==> config.mk <==
export PLATFORM = sky130hd
export DESIGN_NAME = pipe_stall_ctrl
export DESIGN_NICKNAME = d
export VERILOG_FILES = /design/src/rtl/pipe_stall_ctrl_pkg.sv /design/src/rtl/pipe_stall_ctrl_hazard_detect.sv /design/src/rtl/pipe_stall_ctrl.sv
export SDC_FILE = /design/constraint.sdc
export NUM_CORES = 1
export LEC_CHECK = 0
export ABC_AREA = 1
export CORE_MARGIN = 2
export CORE_UTILIZATION = 40
export CTS_CLUSTER_DIAMETER = 50
export DETAILED_ROUTE_END_ITERATION = 10
export PLACE_DENSITY = 0.77
export SLEW_MARGIN = 20
export SYNTH_ARGS = -nofsm -noshare
export SYNTH_HDL_FRONTEND = slang
export SYNTH_HIERARCHICAL = 1
export SYNTH_SLANG_ARGS = --single-unit
==> constraint.sdc <==
create_clock -name clk -period 1.8 [get_ports clk]
set_clock_uncertainty 0.05 [all_clocks]
set_input_delay 0.27 -clock clk [delete_from_list [all_inputs] [get_ports clk]]
set_output_delay 0.27 -clock clk [all_outputs]
set_load 0.05 [all_outputs]
==> src/rtl/pipe_stall_ctrl_pkg.sv <==
// -----------------------------------------------------------------------------
// pipe_stall_ctrl_pkg
// Shared constants and types for the pipeline stall sequencer.
//   - STOP / NO_STOP       : polarity of one stall-vector bit (1 = hold stage)
//   - STALL_* constants    : 6-bit stall vectors, bit0=PC ... bit5=WB
//   - mc_state_e           : mult/div sequencing FSM states
//   - reg_match()          : operand/destination compare used by hazard checks
// -----------------------------------------------------------------------------
package pipe_stall_ctrl_pkg;

    localparam int STALL_BUS_W = 6;

    localparam logic STOP    = 1'b1;
    localparam logic NO_STOP = 1'b0;

    // Each vector stops every stage below the bubble point; the first
    // NO_STOP bit above a STOP bit is where the bubble is injected.
    localparam logic [STALL_BUS_W-1:0] STALL_NONE = 6'b000000;
    localparam logic [STALL_BUS_W-1:0] STALL_LUH  = 6'b000011;
    localparam logic [STALL_BUS_W-1:0] STALL_MC   = 6'b000111;
    localparam logic [STALL_BUS_W-1:0] STALL_MEM  = 6'b011111;

    typedef enum logic [1:0] {
        MCS_IDLE  = 2'd0,
        MCS_START = 2'd1,
        MCS_WAIT  = 2'd2
    } mc_state_e;

    // True when an operand is actually read and names the destination.
    function automatic logic reg_match(input logic       use_reg,
                                       input logic [4:0] src_reg,
                                       input logic [4:0] dst_reg);
        return use_reg & (src_reg == dst_reg);
    endfunction

endpackage

==> src/rtl/pipe_stall_ctrl_hazard_detect.sv <==
// -----------------------------------------------------------------------------
// hazard_detect
// Purely combinational load-use compare between two source operands and the
// destination of a load one stage ahead. Register $0 never creates a hazard.
// Ports:
//   rs, rt          in  5  source registers of the consumer
//   use_rs, use_rt  in  1  consumer actually reads rs / rt
//   is_load         in  1  producer is a load
//   rf_we           in  1  producer writes the register file
//   rf_waddr        in  5  producer destination register
//   luh             out 1  load-use hazard present
// -----------------------------------------------------------------------------
module hazard_detect
    import pipe_stall_ctrl_pkg::*;
(
    input  logic [4:0] rs,
    input  logic [4:0] rt,
    input  logic       use_rs,
    input  logic       use_rt,
    input  logic       is_load,
    input  logic       rf_we,
    input  logic [4:0] rf_waddr,
    output logic       luh
);

    logic producer_valid_s;

    // Combinational hazard compare; $0 is hard-wired zero so it is excluded.
    always_comb begin
        producer_valid_s = is_load & rf_we & (rf_waddr != 5'd0);
        luh = producer_valid_s
            & (reg_match(use_rs, rs, rf_waddr) | reg_match(use_rt, rt, rf_waddr));
    end

endmodule

==> src/rtl/pipe_stall_ctrl.sv <==
// -----------------------------------------------------------------------------
// pipe_stall_ctrl
// Central stall/bubble sequencer for the 5-stage pipeline.
//   - load-use hazard detection (hazard_detect sub-module)
//   - mult/div start/ready sequencing FSM with a cycle watchdog
//   - data-SRAM wait absorption
//   - priority mux producing the per-stage stall vector
// Optional build macro: STALL_PERF_EN adds two wrapping performance counters.
// Ports:
//   clk, rst                 clock, synchronous active-high reset
//   id_rs, id_rt             ID source registers
//   id_use_rs, id_use_rt     ID instruction reads rs / rt
//   ex_is_load, ex_rf_we     EX holds a load / writes regfile
//   ex_rf_waddr              EX destination register
//   ex_mc_req                EX needs the multi-cycle unit
//   mc_ready                 multi-cycle result valid
//   mem_wait                 data SRAM not ready
//   stall   [STALL_W]        [0]=PC [1]=IF/ID [2]=ID/EX [3]=EX/MEM [4]=MEM/WB [5]=WB
//   mc_start                 one-cycle start pulse (high only in MCS_START)
//   mc_timeout               sticky watchdog error, cleared only by rst
//   perf_stall_cycles        (STALL_PERF_EN) cycles with stall[0] set
//   perf_luh_bubbles         (STALL_PERF_EN) cycles the load-use term is chosen
// -----------------------------------------------------------------------------
module pipe_stall_ctrl
    import pipe_stall_ctrl_pkg::*;
#(
    parameter int STALL_W       = 6,
    parameter int MC_MAX_CYCLES = 64,
    parameter int CNT_W         = 32
) (
    input  logic               clk,
    input  logic               rst,
    input  logic [4:0]         id_rs,
    input  logic [4:0]         id_rt,
    input  logic               id_use_rs,
    input  logic               id_use_rt,
    input  logic               ex_is_load,
    input  logic               ex_rf_we,
    input  logic [4:0]         ex_rf_waddr,
    input  logic               ex_mc_req,
    input  logic               mc_ready,
    input  logic               mem_wait,
    output logic [STALL_W-1:0] stall,
    output logic               mc_start,
    output logic               mc_timeout
`ifdef STALL_PERF_EN
    ,
    output logic [CNT_W-1:0]   perf_stall_cycles,
    output logic [CNT_W-1:0]   perf_luh_bubbles
`endif
);

    localparam int WC_W = (MC_MAX_CYCLES > 2) ? $clog2(MC_MAX_CYCLES) : 1;
    localparam logic [WC_W-1:0] WC_LAST = WC_W'(MC_MAX_CYCLES - 1);

    if ((STALL_W != STALL_BUS_W) || (MC_MAX_CYCLES < 2) || (CNT_W < 1)) begin : g_bad_param
        $error("pipe_stall_ctrl: illegal parameter combination");
    end

    mc_state_e       state_r;
    mc_state_e       state_next_s;
    logic [WC_W-1:0] wait_cnt_r;
    logic [WC_W-1:0] wait_cnt_next_s;
    logic            timeout_set_s;
    logic            luh_s;
    logic            mc_busy_s;
    logic            sel_luh_s;
    logic [5:0]      stall_s;

    hazard_detect u_hazard_detect (
        .rs       (id_rs),
        .rt       (id_rt),
        .use_rs   (id_use_rs),
        .use_rt   (id_use_rt),
        .is_load  (ex_is_load),
        .rf_we    (ex_rf_we),
        .rf_waddr (ex_rf_waddr),
        .luh      (luh_s)
    );

    // Next-state and watchdog counter logic for the mult/div sequencer.
    always_comb begin
        state_next_s    = state_r;
        wait_cnt_next_s = wait_cnt_r;
        timeout_set_s   = 1'b0;
        case (state_r)
            MCS_IDLE: begin
                if (ex_mc_req) begin
                    state_next_s = MCS_START;
                end else begin
                    state_next_s = MCS_IDLE;
                end
            end
            MCS_START: begin
                state_next_s    = MCS_WAIT;
                wait_cnt_next_s = '0;
            end
            MCS_WAIT: begin
                // A ready result wins over a watchdog expiring in the same cycle.
                if (mc_ready) begin
                    state_next_s = MCS_IDLE;
                end else if (wait_cnt_r == WC_LAST) begin
                    state_next_s  = MCS_IDLE;
                    timeout_set_s = 1'b1;
                end else begin
                    wait_cnt_next_s = wait_cnt_r + WC_W'(1);
                end
            end
            default: begin
                state_next_s    = MCS_IDLE;
                wait_cnt_next_s = '0;
            end
        endcase
    end

    // FSM state, watchdog count and registered handshake/error outputs.
    always_ff @(posedge clk) begin
        if (rst) begin
            state_r    <= MCS_IDLE;
            wait_cnt_r <= '0;
            mc_start   <= 1'b0;
            mc_timeout <= 1'b0;
        end else begin
            state_r    <= state_next_s;
            wait_cnt_r <= wait_cnt_next_s;
            // Registered from next state so the pulse coincides with MCS_START.
            mc_start   <= (state_next_s == MCS_START);
            mc_timeout <= mc_timeout | timeout_set_s;
        end
    end

    // Priority stall mux; the multi-cycle term drops out in the ready cycle
    // so EX advances together with the result.
    always_comb begin
        mc_busy_s = (state_r == MCS_START)
                  | ((state_r == MCS_WAIT) & ~mc_ready)
                  | ((state_r == MCS_IDLE) & ex_mc_req & ~mc_ready);
        sel_luh_s = 1'b0;
        if (rst) begin
            stall_s = STALL_NONE;
        end else if (mem_wait) begin
            stall_s = STALL_MEM;
        end else if (mc_busy_s) begin
            stall_s = STALL_MC;
        end else if (luh_s) begin
            stall_s   = STALL_LUH;
            sel_luh_s = 1'b1;
        end else begin
            stall_s = STALL_NONE;
        end
    end

    assign stall = stall_s;

`ifdef STALL_PERF_EN
    // Wrapping performance counters for stalled cycles and load-use bubbles.
    always_ff @(posedge clk) begin
        if (rst) begin
            perf_stall_cycles <= '0;
            perf_luh_bubbles  <= '0;
        end else begin
            if (stall_s[0] == STOP) begin
                perf_stall_cycles <= perf_stall_cycles + CNT_W'(1);
            end else begin
                perf_stall_cycles <= perf_stall_cycles;
            end
            if (sel_luh_s) begin
                perf_luh_bubbles <= perf_luh_bubbles + CNT_W'(1);
            end else begin
                perf_luh_bubbles <= perf_luh_bubbles;
            end
        end
    end
`endif

endmodule

==> Word level (Yosys, flattened, before mapping) <==
Cells that the tools add are included.
{ "word_totals": {"output_inout_bits": 8, "regBits": 10, "elab_cells": 44, "in_bits": 24} }
{ "op_classes": {"n_eq_ne": 8, "n_reduce_logical": 3, "n_mux": 14, "n_bitwise": 14, "addsub": 1} }
{ "op_table": {"columns": ["op", "count"], "rows": [
  ["two-way mux 6 bit", 2],
  ["case mux 6 bit (2 select lines)", 1],
  ["== test 5 bit", 2],
  ["two-way mux 5 bit", 2],
  ["AND 1 bit", 8],
  ["adder 6 x 1 -> 6 bit, second input constant", 1],
  ["== test 6 bit, second input constant", 1],
  ["two-way mux 2 bit", 3],
  ["case mux 2 bit (3 select lines)", 1],
  ["nonzero test 5 bit", 1],
  ["== test 2 x 1 -> 1 bit, second input constant", 2],
  ["two-way mux 1 bit", 4],
  ["inequality test 2 bit, second input constant", 2],
  ["OR 1 bit", 4],
  ["two-way mux 3 bit", 1],
  ["AND reduction 3 bit", 1],
  ["== test 2 bit, second input constant", 1],
  ["logical NOT 2 bit", 1],
  ["NOT 1 bit", 2]
]} }

==> Depth between registers and ports, before layout <==
{ "logic_depth": {"ltp_word": 8, "depth_mapped": 9, "ltp_nobuf": 8} }

==> Cells and area by module <==
Netlist, hierarchy kept.
{ "modules_own_cells": {"columns": ["mod", "cells_each", "area_per_inst_um2", "n_inst", "seq_area_each_um2"], "rows": [
  ["pipe_stall_ctrl", 85, 579.3, 1, 200.2],
  ["hazard_detect", 55, 217.7, 1, 0.0]
]} }

==> Least setup slack after synthesis <==
Ideal clock, no wire load.
{ "synth_timing": {"path_kind": "reg-to-output", "startpoint": "register state_r[0]", "endpoint": "output stall[1]", "n_path_buf": 1, "arrival_ns": 1.489, "stages_incl_launch_ff": 9, "path_slack_ns": -0.009, "required_ns": 1.480, "path_cell_list": "dfxtp_1 > inv_2 > nand2_2 > inv_1 > nand2_1 > nand3_1 > o21ai_0 > nand2_1 > buf_4"} }
{ "synth_via": {"elab_chain_cells": 7, "elab_cells_between_ends": 11, "classes_between": "eq/ne (2); mux (3); bitwise (5); reduce/logical (1)"} }
{ "synth_lines": {"columns": ["item", "line_no", "source"], "rows": [
  ["from (decl)", "pipe_stall_ctrl.sv:60", "mc_state_e state_r;"],
  ["from (signal assigned)", "pipe_stall_ctrl.sv:124", "state_r <= state_next_s;"],
  ["== test 2 bit / logical NOT 2 bit (equally long branches)", "pipe_stall_ctrl.sv:136, pipe_stall_ctrl.sv:137", null],
  ["AND 1 bit (on tied branches)", "pipe_stall_ctrl.sv:136, pipe_stall_ctrl.sv:137", null],
  ["OR 1 bit / AND 1 bit (equally long branches)", "pipe_stall_ctrl.sv:136, pipe_stall_ctrl.sv:137", null],
  ["OR 1 bit *", "pipe_stall_ctrl.sv:137", "| ((state_r == MCS_IDLE) & ex_mc_req & ~mc_ready);"],
  ["two-way mux 3 bit *", "pipe_stall_ctrl.sv:143", "end else if (mc_busy_s) begin"],
  ["two-way mux 5 bit *", "pipe_stall_ctrl.sv:141", "end else if (mem_wait) begin"],
  ["two-way mux 5 bit *", "pipe_stall_ctrl.sv:139", "if (rst) begin"],
  ["to (decl)", "pipe_stall_ctrl.sv:43", "output logic [STALL_W-1:0] stall,"]
]} }
Mark *: on every way between the ends. The rest lies on a longest branch, timed or not.

==> Worst setup path in the final report <==
{ "layout_timing": {"startpoint": "register state_r[0]", "endpoint": "output stall[0]"} }
The elaborated chain is that of the path after synthesis.

==> flow_summary.json <==
{
  "run_status": "completed",
  "synthTopCellsByCount": "nand2_1, inv_1, nor2_1",
  "synthArstFlopShare_pct": 0,
  "ant_nets": 0,
  "cts_buffers": 3,
  "criticalPathCategory": "reg -> out",
  "fp-row-count": 16,
  "num-nets-final": 203,
  "vias": 941,
  "clock_latency_ns": 0.27,
  "portBuffers": 30,
  "required_ns": 1.48,
  "cts.sinks": 10,
  "antenna_found_initial": 0,
  "yosysMostFrequentCell": "nand2_1",
  "top_layer": "met4",
  "hold_path.class": "reg -> reg",
  "clk_transition_reported_paths_ns": 0.06,
  "drv_cap": 0,
  "hold_ws_ns": 0.421,
  "netlist_area_um2": 797,
  "slew_viol_final": 0,
  "rsz0062_at_grt": "true",
  "clockBufferDepth": 2,
  "p_leak_nw": 0.642,
  "n_fill_cell": 191,
  "arrival_ns": 1.40,
  "synth_area_leaders": "dfxtp_1, nand2_1, inv_1",
  "drt_iter0_drc": 20,
  "routabilityCongestion": 0.833,
  "route.met3.wl_um": 107,
  "ys.flop_type": "dfxtp_1",
  "cp-end-kind": "output port",
  "synthCells": 140,
  "synth.avg_cell_area_um2": 5.69,
  "synth_cell_type_count": 21,
  "grt_pass1_wl_mm": 3.64,
  "finalHoldViolations": 0,
  "ys_warn_count": 6,
  "synth-seq-cells": 10,
  "final_cells": 204,
  "finalCritPeriodShare_pct": 95.6,
  "finalWirelength_mm": 2.07,
  "relSlewSlack_pct": 66.3,
  "finalCriticalPeriod_ns": 1.72,
  "avgRoutedWirePerCell_um": 10.1,
  "total_power_mw": 0.653,
  "tightestPinTransition_ns": 0.504,
  "core_area_um2": 1920,
  "cts_max_level": 1,
  "drc": 0,
  "synth_edf_count": 0,
  "placed_cells": 196,
  "crit_path_max_fanout": 4,
  "grt-ovfl-total": 0,
  "synth_largest_area_cell": "dfxtp_1",
  "finalSetupViolCount": 0,
  "fp.dieH_um": 48.6,
  "synth_fp_nets": 165,
  "hpwl_mm": 1.68,
  "die_w_um": 48.6,
  "initial_utilization_pct": 41.5,
  "dr.pass1.iters": 5,
  "route.met2.wl_mm": 1.07,
  "ioPinCount": 32,
  "drive_above_1_share_pct": 20.9,
  "power_density_nw_per_um2": 527,
  "min_path_cells": 2,
  "synth_top_cell_area_share_pct": 25.1,
  "grt_pass1_vias": 932,
  "detail_route.vias_per_cell": 4.61,
  "m1WireLength_um": 878,
  "start_kind": "flip-flop",
  "fmax_ghz": 0.581,
  "ys_seq_area_share_pct": 25.1,
  "ir_worst_vdd_mv": 0.479,
  "clock-root-buffer": "clkbuf_4",
  "grt_max_degree": 11,
  "reg2reg_depth": 8,
  "cts_tree": "yes",
  "setup_tns_ns": 0,
  "antenna_cells": 0,
  "die-area_um2": 2370,
  "synthToLayoutAreaGrowth_pct": 55.4,
  "grt_usage_pct": 19.4,
  "ctsHoldBuffers": 0
}
[critical path, stage by stage, from the launching register on]
cell      delay, ns
dfxtp_2        0.36
clkinv_4       0.07
nand2_4        0.08
inv_2          0.04
nand2_2        0.06
nand3_2        0.07
o21ai_2        0.17
nand2_2        0.11
buf_12         0.16
[power breakdown]
group	switching [mW]	internal, mW
clock network	0.0808	0.123
logic	0.116	0.0970
registers	0.00740	0.229
[worst paths after layout]
| path | startpoint | to | slack, ns |
|---|---|---|---|
| setup reg to reg | wait_cnt_r[0] | wait_cnt_r[0] | 0.34 |
| hold / removal | mc_timeout | mc_timeout | 0.42 |
| setup / recovery | state_r[0] | stall[0] | 0.08 |
| hold reg to reg | mc_timeout | mc_timeout | 0.42 |
[cell type report]
type / count / area, µm² / area share, %
clock buffer: 4 / 36.3 / 2.93
inverter: 25 / 98.8 / 7.98
sequential: 10 / 203 / 16.4
multi-input combinational: 101 / 492 / 39.7
tap: 27 / 33.8 / 2.73
timing repair buffer: 37 / 375 / 30.3
[metrics by stage]
step | setup WS (ns) | cell area, µm² | utilization [%]
2_1_floorplan | 0.0358 | 800 | -
3_3_place_gp | -0.173 | 1160 | 60.5
3_5_place_dp | -0.173 | 1160 | 60.5
4_1_cts | 0.00738 | 1190 | 61.9
5_1_grt | -0.0214 | 1240 | 64.5
6_report | 0.0789 | 1240 | 64.5
[per-layer routing]
layer,track usage (%),vias up
li1,-,506
met1,21.6,404
met2,34.9,29
met3,6.17,2
met4,5.71,0
met5,0,-
[sequential cells by signal, indices dropped and copies added, names as in the netlist]
register and flops:
mc_start 1, mc_timeout 1, state_r 2, wait_cnt_r 6
[cell usage in the layout, fill, tap and decap left out, drive strengths merged]
master / instances
dlymetal6s2s: 3
clkinv: 1
nand4: 2
xnor2: 1
nand3: 15
o211ai: 1
ha: 1
nand2: 49
nor3: 1
a31oi: 1
clkbuf: 5
nand3b: 1
a21oi: 9
inv: 24
clkdlybuf4s50: 7
buf: 12
dfxtp: 10
dlygate4sd2: 14
o21ai: 1
conb: 1
nor2: 17
o21bai: 1
[what timing repair did]
action,in CTS,in global routing
pin swaps,9,8
buffers inserted,0,4
resized for setup,19,14
setup endpoints to repair,3,3
[cells by family after synthesis]
kind of cell	Yosys count	synth area share (%)
adders and majority gates	1	1.57
and+or+nand+nor	85	45.8
buffers and inverters	29	15.5
DFF	10	25.1
xor gates and xnor gates	1	1.10
AOI/OAI and AO/OA	13	10.4
other	1	0.471
Power figures use the tool's default switching activity.
